--- config.mk ---
export PLATFORM = sky130hd
export DESIGN_NAME = mem_arbiter_flat
export DESIGN_NICKNAME = d
export VERILOG_FILES = /design/src/rtl/mem_arb_pkg.sv /design/src/rtl/mem_arbiter_if.sv /design/src/rtl/mem_arb_pick.sv /design/src/rtl/mem_arbiter.sv /design/src/flat_wrapper.sv
export SDC_FILE = /design/constraint.sdc
export NUM_CORES = 1
export LEC_CHECK = 0
export BUFFER_PORTS_ARGS = -buffer_cell sky130_fd_sc_hd__buf_4
export CELL_PAD_IN_SITES_DETAIL_PLACEMENT = 0
export CELL_PAD_IN_SITES_GLOBAL_PLACEMENT = 1
export CORE_MARGIN = 10
export CORE_UTILIZATION = 28
export DETAILED_ROUTE_END_ITERATION = 8
export PLACE_DENSITY_LB_ADDON = 0.12
export SETUP_SLACK_MARGIN = 0.02
export SLEW_MARGIN = 10
export SYNTH_ARGS = -nofsm -noshare
export SYNTH_HDL_FRONTEND = slang
export SYNTH_SLANG_ARGS = --single-unit
--- constraint.sdc ---
create_clock -name clk -period 1.95 [get_ports clk]
set_input_delay 0.2925 -clock clk [delete_from_list [all_inputs] [get_ports clk]]
set_output_delay 0.2925 -clock clk [all_outputs]
set_load 0.03 [all_outputs]
--- src/rtl/mem_arb_pkg.sv ---
// rtl/mem_arb_pkg.sv - shared constants and region decode for the memory arbiter
package mem_arb_pkg;

    typedef enum logic [1:0] {
        REG_RAM  = 2'd0,
        REG_ROM  = 2'd1,
        REG_MMIO = 2'd2
    } region_t;

    typedef enum logic {
        REQ_FETCH = 1'b0,
        REQ_LSU   = 1'b1
    } req_id_t;

    localparam logic [15:0] RAM_BASE   = 16'h0000;
    localparam logic [15:0] RAM_LAST   = 16'h3FFF;
    localparam logic [15:0] MMIO_BASE  = 16'h4000;
    localparam logic [15:0] MMIO_LAST  = 16'h7FFF;
    localparam logic [15:0] ROM_BASE   = 16'h8000;
    localparam logic [15:0] DPORT_ADDR = 16'h4000;
    localparam logic [15:0] DONE_ADDR  = 16'h4001;

    function automatic region_t decode_region(input logic [15:0] addr);
        if (addr[15:14] == 2'b00)
            return REG_RAM;
        else if (addr[15])
            return REG_ROM;
        else
            return REG_MMIO;
    endfunction

endpackage

--- src/rtl/mem_arbiter_if.sv ---
// rtl/mem_arbiter_if.sv - core request/response channels and system bus of the arbiter
interface mem_arbiter_if;
    logic        f_req_valid;
    logic        f_req_ready;
    logic [15:0] f_addr;
    logic        f_resp_valid;
    logic [7:0]  f_resp_data;

    logic        l_req_valid;
    logic        l_req_ready;
    logic        l_we;
    logic [15:0] l_addr;
    logic [7:0]  l_wdata;
    logic        l_resp_valid;
    logic [7:0]  l_resp_data;

    logic [15:0] mem_addr;
    logic        mem_we;
    logic [7:0]  mem_data_w;
    logic [7:0]  mem_data_r;

    modport slave (
        input  f_req_valid, f_addr, l_req_valid, l_we, l_addr, l_wdata, mem_data_r,
        output f_req_ready, f_resp_valid, f_resp_data,
        output l_req_ready, l_resp_valid, l_resp_data,
        output mem_addr, mem_we, mem_data_w
    );

    modport master (
        output f_req_valid, f_addr, l_req_valid, l_we, l_addr, l_wdata, mem_data_r,
        input  f_req_ready, f_resp_valid, f_resp_data,
        input  l_req_ready, l_resp_valid, l_resp_data,
        input  mem_addr, mem_we, mem_data_w
    );
endinterface

--- src/rtl/mem_arb_pick.sv ---
// rtl/mem_arb_pick.sv - two-way grant; round-robin when MEM_ARB_RR_EN is defined
module mem_arb_pick
    import mem_arb_pkg::*;
(
`ifdef MEM_ARB_RR_EN
    input  req_id_t last_grant,
`endif
    input  logic    f_valid,
    input  logic    l_valid,
    output logic    f_grant,
    output logic    l_grant
);

    always_comb begin
        f_grant = 1'b0;
        l_grant = 1'b0;
`ifdef MEM_ARB_RR_EN
        // On contention, the requester not served last goes next.
        if (f_valid && l_valid) begin
            l_grant = (last_grant == REQ_FETCH);
            f_grant = (last_grant == REQ_LSU);
        end else begin
            l_grant = l_valid;
            f_grant = f_valid;
        end
`else
        l_grant = l_valid;
        f_grant = f_valid && !l_valid;
`endif
    end

endmodule

--- src/rtl/mem_arbiter.sv ---
// rtl/mem_arbiter.sv - fetch/LSU memory bus arbiter with MMIO page (option MEM_ARB_RR_EN)
module mem_arbiter
    import mem_arb_pkg::*;
(
    input  logic          clk,
    input  logic          rst,
    mem_arbiter_if.slave  bus,
    output logic [7:0]    dport_out,
    output logic          dport_write,
    output logic          done
);

    logic        f_grant, l_grant, gnt_any, gnt_we, mmio_wr;
    logic [15:0] gnt_addr, addr_q;
    region_t     gnt_region;

    logic        resp_valid_q, resp_pass_q;
    req_id_t     resp_owner_q;
    logic        f_hit, l_hit;

`ifdef MEM_ARB_RR_EN
    req_id_t last_grant_q;

    always_ff @(posedge clk) begin
        if (rst)
            last_grant_q <= REQ_FETCH;
        else if (gnt_any)
            last_grant_q <= l_grant ? REQ_LSU : REQ_FETCH;
    end
`endif

    // Valids are masked during reset so no grant can occur.
    mem_arb_pick u_pick (
`ifdef MEM_ARB_RR_EN
        .last_grant (last_grant_q),
`endif
        .f_valid    (bus.f_req_valid && !rst),
        .l_valid    (bus.l_req_valid && !rst),
        .f_grant    (f_grant),
        .l_grant    (l_grant)
    );

    assign bus.f_req_ready = f_grant;
    assign bus.l_req_ready = l_grant;

    assign gnt_any    = f_grant || l_grant;
    assign gnt_addr   = l_grant ? bus.l_addr : bus.f_addr;
    assign gnt_we     = l_grant && bus.l_we;
    assign gnt_region = decode_region(gnt_addr);
    assign mmio_wr    = gnt_we && (gnt_region == REG_MMIO);

    assign bus.mem_addr   = gnt_any ? gnt_addr : addr_q;
    assign bus.mem_we     = gnt_we && (gnt_region == REG_RAM);
    assign bus.mem_data_w = gnt_we ? bus.l_wdata : 8'h00;

    always_ff @(posedge clk) begin
        if (rst) begin
            addr_q       <= 16'h0000;
            resp_valid_q <= 1'b0;
            resp_owner_q <= REQ_FETCH;
            resp_pass_q  <= 1'b0;
            dport_out    <= 8'h00;
            dport_write  <= 1'b0;
            done         <= 1'b0;
        end else begin
            if (gnt_any)
                addr_q <= gnt_addr;
            resp_valid_q <= gnt_any;
            resp_owner_q <= l_grant ? REQ_LSU : REQ_FETCH;
            resp_pass_q  <= gnt_any && !gnt_we && (gnt_region != REG_MMIO);
            dport_write  <= mmio_wr && (gnt_addr == DPORT_ADDR);
            if (mmio_wr && (gnt_addr == DPORT_ADDR))
                dport_out <= bus.l_wdata;
            if (mmio_wr && (gnt_addr == DONE_ADDR))
                done <= 1'b1;
        end
    end

    // A reset arriving while a response is due kills it in that same cycle.
    assign f_hit = resp_valid_q && !rst && (resp_owner_q == REQ_FETCH);
    assign l_hit = resp_valid_q && !rst && (resp_owner_q == REQ_LSU);

    assign bus.f_resp_valid = f_hit;
    assign bus.l_resp_valid = l_hit;
    assign bus.f_resp_data  = (f_hit && resp_pass_q) ? bus.mem_data_r : 8'h00;
    assign bus.l_resp_data  = (l_hit && resp_pass_q) ? bus.mem_data_r : 8'h00;

endmodule

--- src/flat_wrapper.sv ---
// flat-port wrapper written by rule: the top's interface ports become plain ports
module mem_arbiter_flat import mem_arb_pkg::*;
  (clk, rst, dport_out, dport_write, done, bus_f_req_valid, bus_f_addr, bus_l_req_valid, bus_l_we, bus_l_addr, bus_l_wdata, bus_mem_data_r, bus_f_req_ready, bus_f_resp_valid, bus_f_resp_data, bus_l_req_ready, bus_l_resp_valid, bus_l_resp_data, bus_mem_addr, bus_mem_we, bus_mem_data_w);
  mem_arbiter_if bus_i ();
  input  logic clk;
  input  logic rst;
  output logic [7:0] dport_out;
  output logic dport_write;
  output logic done;
  input wire logic [$bits(bus_i.f_req_valid)-1:0] bus_f_req_valid;
  input wire logic [$bits(bus_i.f_addr)-1:0] bus_f_addr;
  input wire logic [$bits(bus_i.l_req_valid)-1:0] bus_l_req_valid;
  input wire logic [$bits(bus_i.l_we)-1:0] bus_l_we;
  input wire logic [$bits(bus_i.l_addr)-1:0] bus_l_addr;
  input wire logic [$bits(bus_i.l_wdata)-1:0] bus_l_wdata;
  input wire logic [$bits(bus_i.mem_data_r)-1:0] bus_mem_data_r;
  output wire logic [$bits(bus_i.f_req_ready)-1:0] bus_f_req_ready;
  output wire logic [$bits(bus_i.f_resp_valid)-1:0] bus_f_resp_valid;
  output wire logic [$bits(bus_i.f_resp_data)-1:0] bus_f_resp_data;
  output wire logic [$bits(bus_i.l_req_ready)-1:0] bus_l_req_ready;
  output wire logic [$bits(bus_i.l_resp_valid)-1:0] bus_l_resp_valid;
  output wire logic [$bits(bus_i.l_resp_data)-1:0] bus_l_resp_data;
  output wire logic [$bits(bus_i.mem_addr)-1:0] bus_mem_addr;
  output wire logic [$bits(bus_i.mem_we)-1:0] bus_mem_we;
  output wire logic [$bits(bus_i.mem_data_w)-1:0] bus_mem_data_w;
  assign bus_i.f_req_valid = bus_f_req_valid;
  assign bus_i.f_addr = bus_f_addr;
  assign bus_i.l_req_valid = bus_l_req_valid;
  assign bus_i.l_we = bus_l_we;
  assign bus_i.l_addr = bus_l_addr;
  assign bus_i.l_wdata = bus_l_wdata;
  assign bus_i.mem_data_r = bus_mem_data_r;
  assign bus_f_req_ready = bus_i.f_req_ready;
  assign bus_f_resp_valid = bus_i.f_resp_valid;
  assign bus_f_resp_data = bus_i.f_resp_data;
  assign bus_l_req_ready = bus_i.l_req_ready;
  assign bus_l_resp_valid = bus_i.l_resp_valid;
  assign bus_l_resp_data = bus_i.l_resp_data;
  assign bus_mem_addr = bus_i.mem_addr;
  assign bus_mem_we = bus_i.mem_we;
  assign bus_mem_data_w = bus_i.mem_data_w;
  mem_arbiter u_core (.clk(clk), .rst(rst), .bus(bus_i), .dport_out(dport_out), .dport_write(dport_write), .done(done));
endmodule
======== After elaboration in Yosys (flattened, before gate mapping) ========
Cells that the tools add are included.
storage, ports and cells
  bits in registers ....................... 29
  input port bits ......................... 53
  word-level logic and storage cells ...... 41
operators by class
  eq/ne operators ......................... 4
  muxes and demuxes ....................... 8
  bitwise operators ....................... 1
  reduce and logical (&&, ||, !) cells .... 21
operators by type and width
  operator                                                            count
  16-bit by 15-bit == test with 1-bit output (second input constant)  2
  16-bit two-way mux                                                  2
  8-bit two-way mux                                                   3
  1-bit logical AND                                                   15
  2-bit zero test                                                     2
  2-bit two-way mux                                                   2
  1-bit zero test                                                     3
  2-bit == test (second input constant)                               1
  2-bit != test (second input constant)                               1
  1-bit logical OR                                                    1
  1-bit two-way mux                                                   1
  1-bit inverter                                                      1

======== Longest topological paths before layout ========
  depth after elaboration ................. 8
  depth in mapped cells ................... 7

======== By module ========
A second synthesis with hierarchy kept.
unflattened totals
  cells, all modules ...................... 183
  area, all modules ....................... 1582.8 sq um
by module, submodules not included
  module        times used  cells an instance  area each (sq um)  seq. area each (sq um)
  mem_arbiter   1           181                1561.5             580.6
  mem_arb_pick  1           2                  21.3               0.0

======== Least setup slack after synthesis ========
OpenSTA, ideal clock, no wires.
  path type ............................... in2out
  from .................................... input rst
  to ...................................... output bus_mem_addr[10]
  arrival ................................. 1565 ps
  setup slack ............................. 92 ps
  cell stages on the path ................. 5
  path buffers ............................ 2
  cell sequence ........................... nand2b_4 -> buf_6 -> buf_4 -> mux2i_1 -> o21ai_0
on the way
  longest elaborated chain between the ends .. 6
  elaborated cells between the ends (all ways) .. 8
RTL lines
  what                  RTL line                              source
  from (decl)           flat_wrapper.sv:6                     input logic rst;
  1-bit zero test *     mem_arbiter.sv:37, mem_arbiter.sv:38
  1-bit logical AND     mem_arbiter.sv:38                     .l_valid (bus.l_req_valid && !rst),
  1-bit zero test       mem_arb_pick.sv:28                    f_grant = f_valid && !l_valid;
  1-bit logical AND     mem_arb_pick.sv:28
  1-bit logical OR      mem_arbiter.sv:46                     assign gnt_any = f_grant || l_grant;
  16-bit two-way mux *  -
  to (decl)             flat_wrapper.sv:23                    output wire logic [$bits(bus_i.mem_addr)-1:0] bus_mem_addr;
Mark *: on every way between the ends. The rest lies on a longest branch, timed or not.

======== Worst setup path after layout ========
Ends and elaborated chain as after synthesis.

==> impl_results.md <==
- CTS hold repair buffers: 0
- Bufs on Longest Clock Path: 2
- Critical path class: primary input to output pin
- DRC: 0
- Initial DRC count: between 50 and 60
- First-pass GRT wire length: 8.01 mm
- Hold WC Path Type: primary input to flop
- Max-Cap Viols: 0
- Hold endpoint: u_core.addr_q[3]
- Post-Synthesis Cells: roughly 180
- Share of cells above drive strength 1: 0.441
- Outcome: complete, no violations
- Flop-to-flop setup slack: around 1.2 ns
- TritonCTS Sinks: 29
- Minimum clock period: between 1.5 and 2 ns
- Die Wd: between 90 and 100 um
- Hpwl dp: approximately 4.6 mm
- Synthesized area per cell: slightly below 9 um^2
- PostCTS Resize Cnt: 0
- Pin count of the biggest net entering global routing: 26
- Worst Tran Pin Value: ~0.4 ns
- Final Non-Filler Cells: between 300 and 400
- Top cells by area, synth: dfxtp_1 36%, mux2i_1 15%, and2_1 9.4%
- Reg2reg end: u_core.addr_q[12]
- Max IR drop VDD: ~290 uV
- Layout Nets: about 350
- Post-route cell area: between 2000 and 3000 um^2
- Footprint of the multi-input gates: around 940 um^2
- GPL Wtd Cong: just over 0.8
- Worst-path cell chain: buf_4 -> nand2b_4 -> buf_12 -> mux2i_1 -> o21ai_0 -> buf_4
- Worst Hold Launch: rst
- Final hold viol count: 0
- Distinct cell type count after synthesis: 25
- Sequential Area: roughly 580 um^2
- Std-Cell Rows: 27
- WP data required: approximately 1.7 ns
- Ports: 108
- Synthesized flop and latch total: 29
- Layout Skew: 0 ns
- Most common cell in the netlist: dfxtp_1
- Placement Cell Area: 2540 um^2
- Top cell type's share of synthesized area: 0.364
- Full die area: 9120 um^2
- Worst setup EP type: output pin
- Final WL: ~5.4 mm
- Top fanout value on the critical path: 13
- Vias in the first global route: roughly 1600
- PwrDens: ~590 nW/um^2
- Drt pass-1 iters: 4
- Worst path slowest cell: o21ai_0
- CORE AREA: 5510 um^2
- Fillers: about 590
- Sequential element share of the synthesized area: 0.364
- Total congestion overflow: 0
- RSZ-0062 raised after global routing: no
- Antenna diodes: 0
- Via count: 1596
- Avg WL per Cell: roughly 15 um
- Synth Cell Area: between 1500 and 2000 um^2
- # Post-CTS Setup Buffers: 0
- H-tree depth: 2
- Asr flop ratio synth: 0
- EDFF count, synth: 0
- Most used cell along the critical path: buf_4
- Top_reg_cell synth: dfxtp_1
- P&R area growth vs syn: 65.9%
- Initial antenna violation count: 0
- Net Count, Synth: between 200 and 250
- CP peak stage delay: around 0.23 ns
- WP data arrival: 1.39 ns
- Beginning of the worst register-to-register path: u_core.addr_q[12]
- Worst rel slew slack: 0.726
- Post-synth top area cell: dfxtp_1
- Initial core utilization: 0.290
- Via density: between 4 and 5
- Hold depth: 2
- Port bufs: about 110
- Tot Pwr: between 1.5 and 2 mW
- CTS tree: done
- Hold slack: around 0.21 ns
- Worst r2r path cells: 3
- Fin. max-slew vios: 0
- CTS root buf: clkbuf_8
- Warnings from Yosys: 0
- Final setup TNS: 0 ns
- Die height: 95.5 um
- Pleak: between 1 and 1.5 nW
- Total CTS buffers: 5
- Fmax: ~0.60 GHz
- Synth top cells by count: 29 x dfxtp_1, 24 x and2_1, 24 x mux2i_1
- Setup crit start kind: primary input
- Gr usage total: 0.112
- Final setup vio count: 0
- # placed instances: around 360
- Antenna Nets Post-Route: 0
- Fin crit share: 0.860
- Skew-Pair Late Insertion Delay: 0.27 ns
- Worst-path clk slew: 0.06 ns
## worst max-delay path by stage
| stage | cells past startpoint | from | endpoint |
|---|---|---|---|
| global route | 6 | rst | bus_mem_addr[6] |
| floorplan | 5 | rst | bus_mem_addr[10] |
| detailed placement | 6 | bus_l_addr[10] | u_core.dport_out[5] |
| CTS | 6 | rst | bus_mem_addr[10] |
| finish | 6 | rst | bus_mem_addr[10] |
| global placement | 6 | bus_l_addr[10] | u_core.dport_out[2] |
## sequential cells by signal, indices dropped and copies added, names as in the netlist
register / flops
u_core.resp_valid_q: 1
u_core.addr_q: 16
u_core.resp_owner_q: 1
u_core.dport_write: 1
u_core.resp_pass_q: 1
u_core.done: 1
u_core.dport_out: 8
## cell type report
type                       instances  share of cell area
timing repair buffer             117               0.346
clock inverter                     1             0.00189
clock buffer                       7              0.0364
inverter                           4             0.00567
sequential                        29               0.219
multi-input combinational        139               0.357
tap                               72              0.0340
## worst max-delay path: cells and delay by family
kind                   cells  cell delay, ns
muxes                      1            0.12
and+or+nand+nor            1            0.20
AOI/OAI and AO/OA          1            0.23
buffers and inverters      3            0.52
## report_power, final
part	internal [mW]	switching [mW]
sequential	0.617	0.00708
combinational	0.193	0.211
clock	0.318	0.213
total	1.13	0.431
## logic make-up (layout without fill, tap and decap cells)
group,count (synthesis),count (layout),share of synthesized area
AND/OR/NAND/NOR,92,92,0.336
flip-flops,29,29,0.364
multiplexers,25,25,0.160
AO/OA/AOI/OAI,22,22,0.0933
buffers and inverters,15,129,0.0471
## per-stage QoR
step | util | setup WS (ns)
2_1_floorplan | - | 0.0921
3_5_place_dp | 0.462 | 0.0919
4_1_cts | 0.481 | 0.242
6_report | 0.481 | 0.272
3_3_place_gp | 0.462 | 0.117
5_1_grt | 0.481 | 0.169
## routing by layer
metal,track usage,part of all wire,vias to the layer above
li1,-,-,830
met1,0.130,0.43,699
met2,0.179,0.46,62
met3,0.0550,0.10,5
met4,0.0295,0.0089,0
met5,0,0,-
## cells in the final DEF (no fill, tap or decap)
cell       instances
buf_4            114
nand2_1           19
inv_1              3
clkinv_2           1
o21ai_0           17
o21ba_2            1
o311a_1            1
nor3_1             2
dfxtp_1           29
a2111oi_4          1
nor3b_1            4
buf_12             3
nand3_1            2
and2_1            24
nor2b_1           17
a2111oi_0          1
inv_2              1
o21bai_2           1
nand2b_4           1
nor4_1             3
nand2b_1          16
mux2_4             1
and3b_1            2
nor2_1             2
mux2i_1           24
clkbuf_8           7
Note: power is estimated with default switching activity, not from simulation.
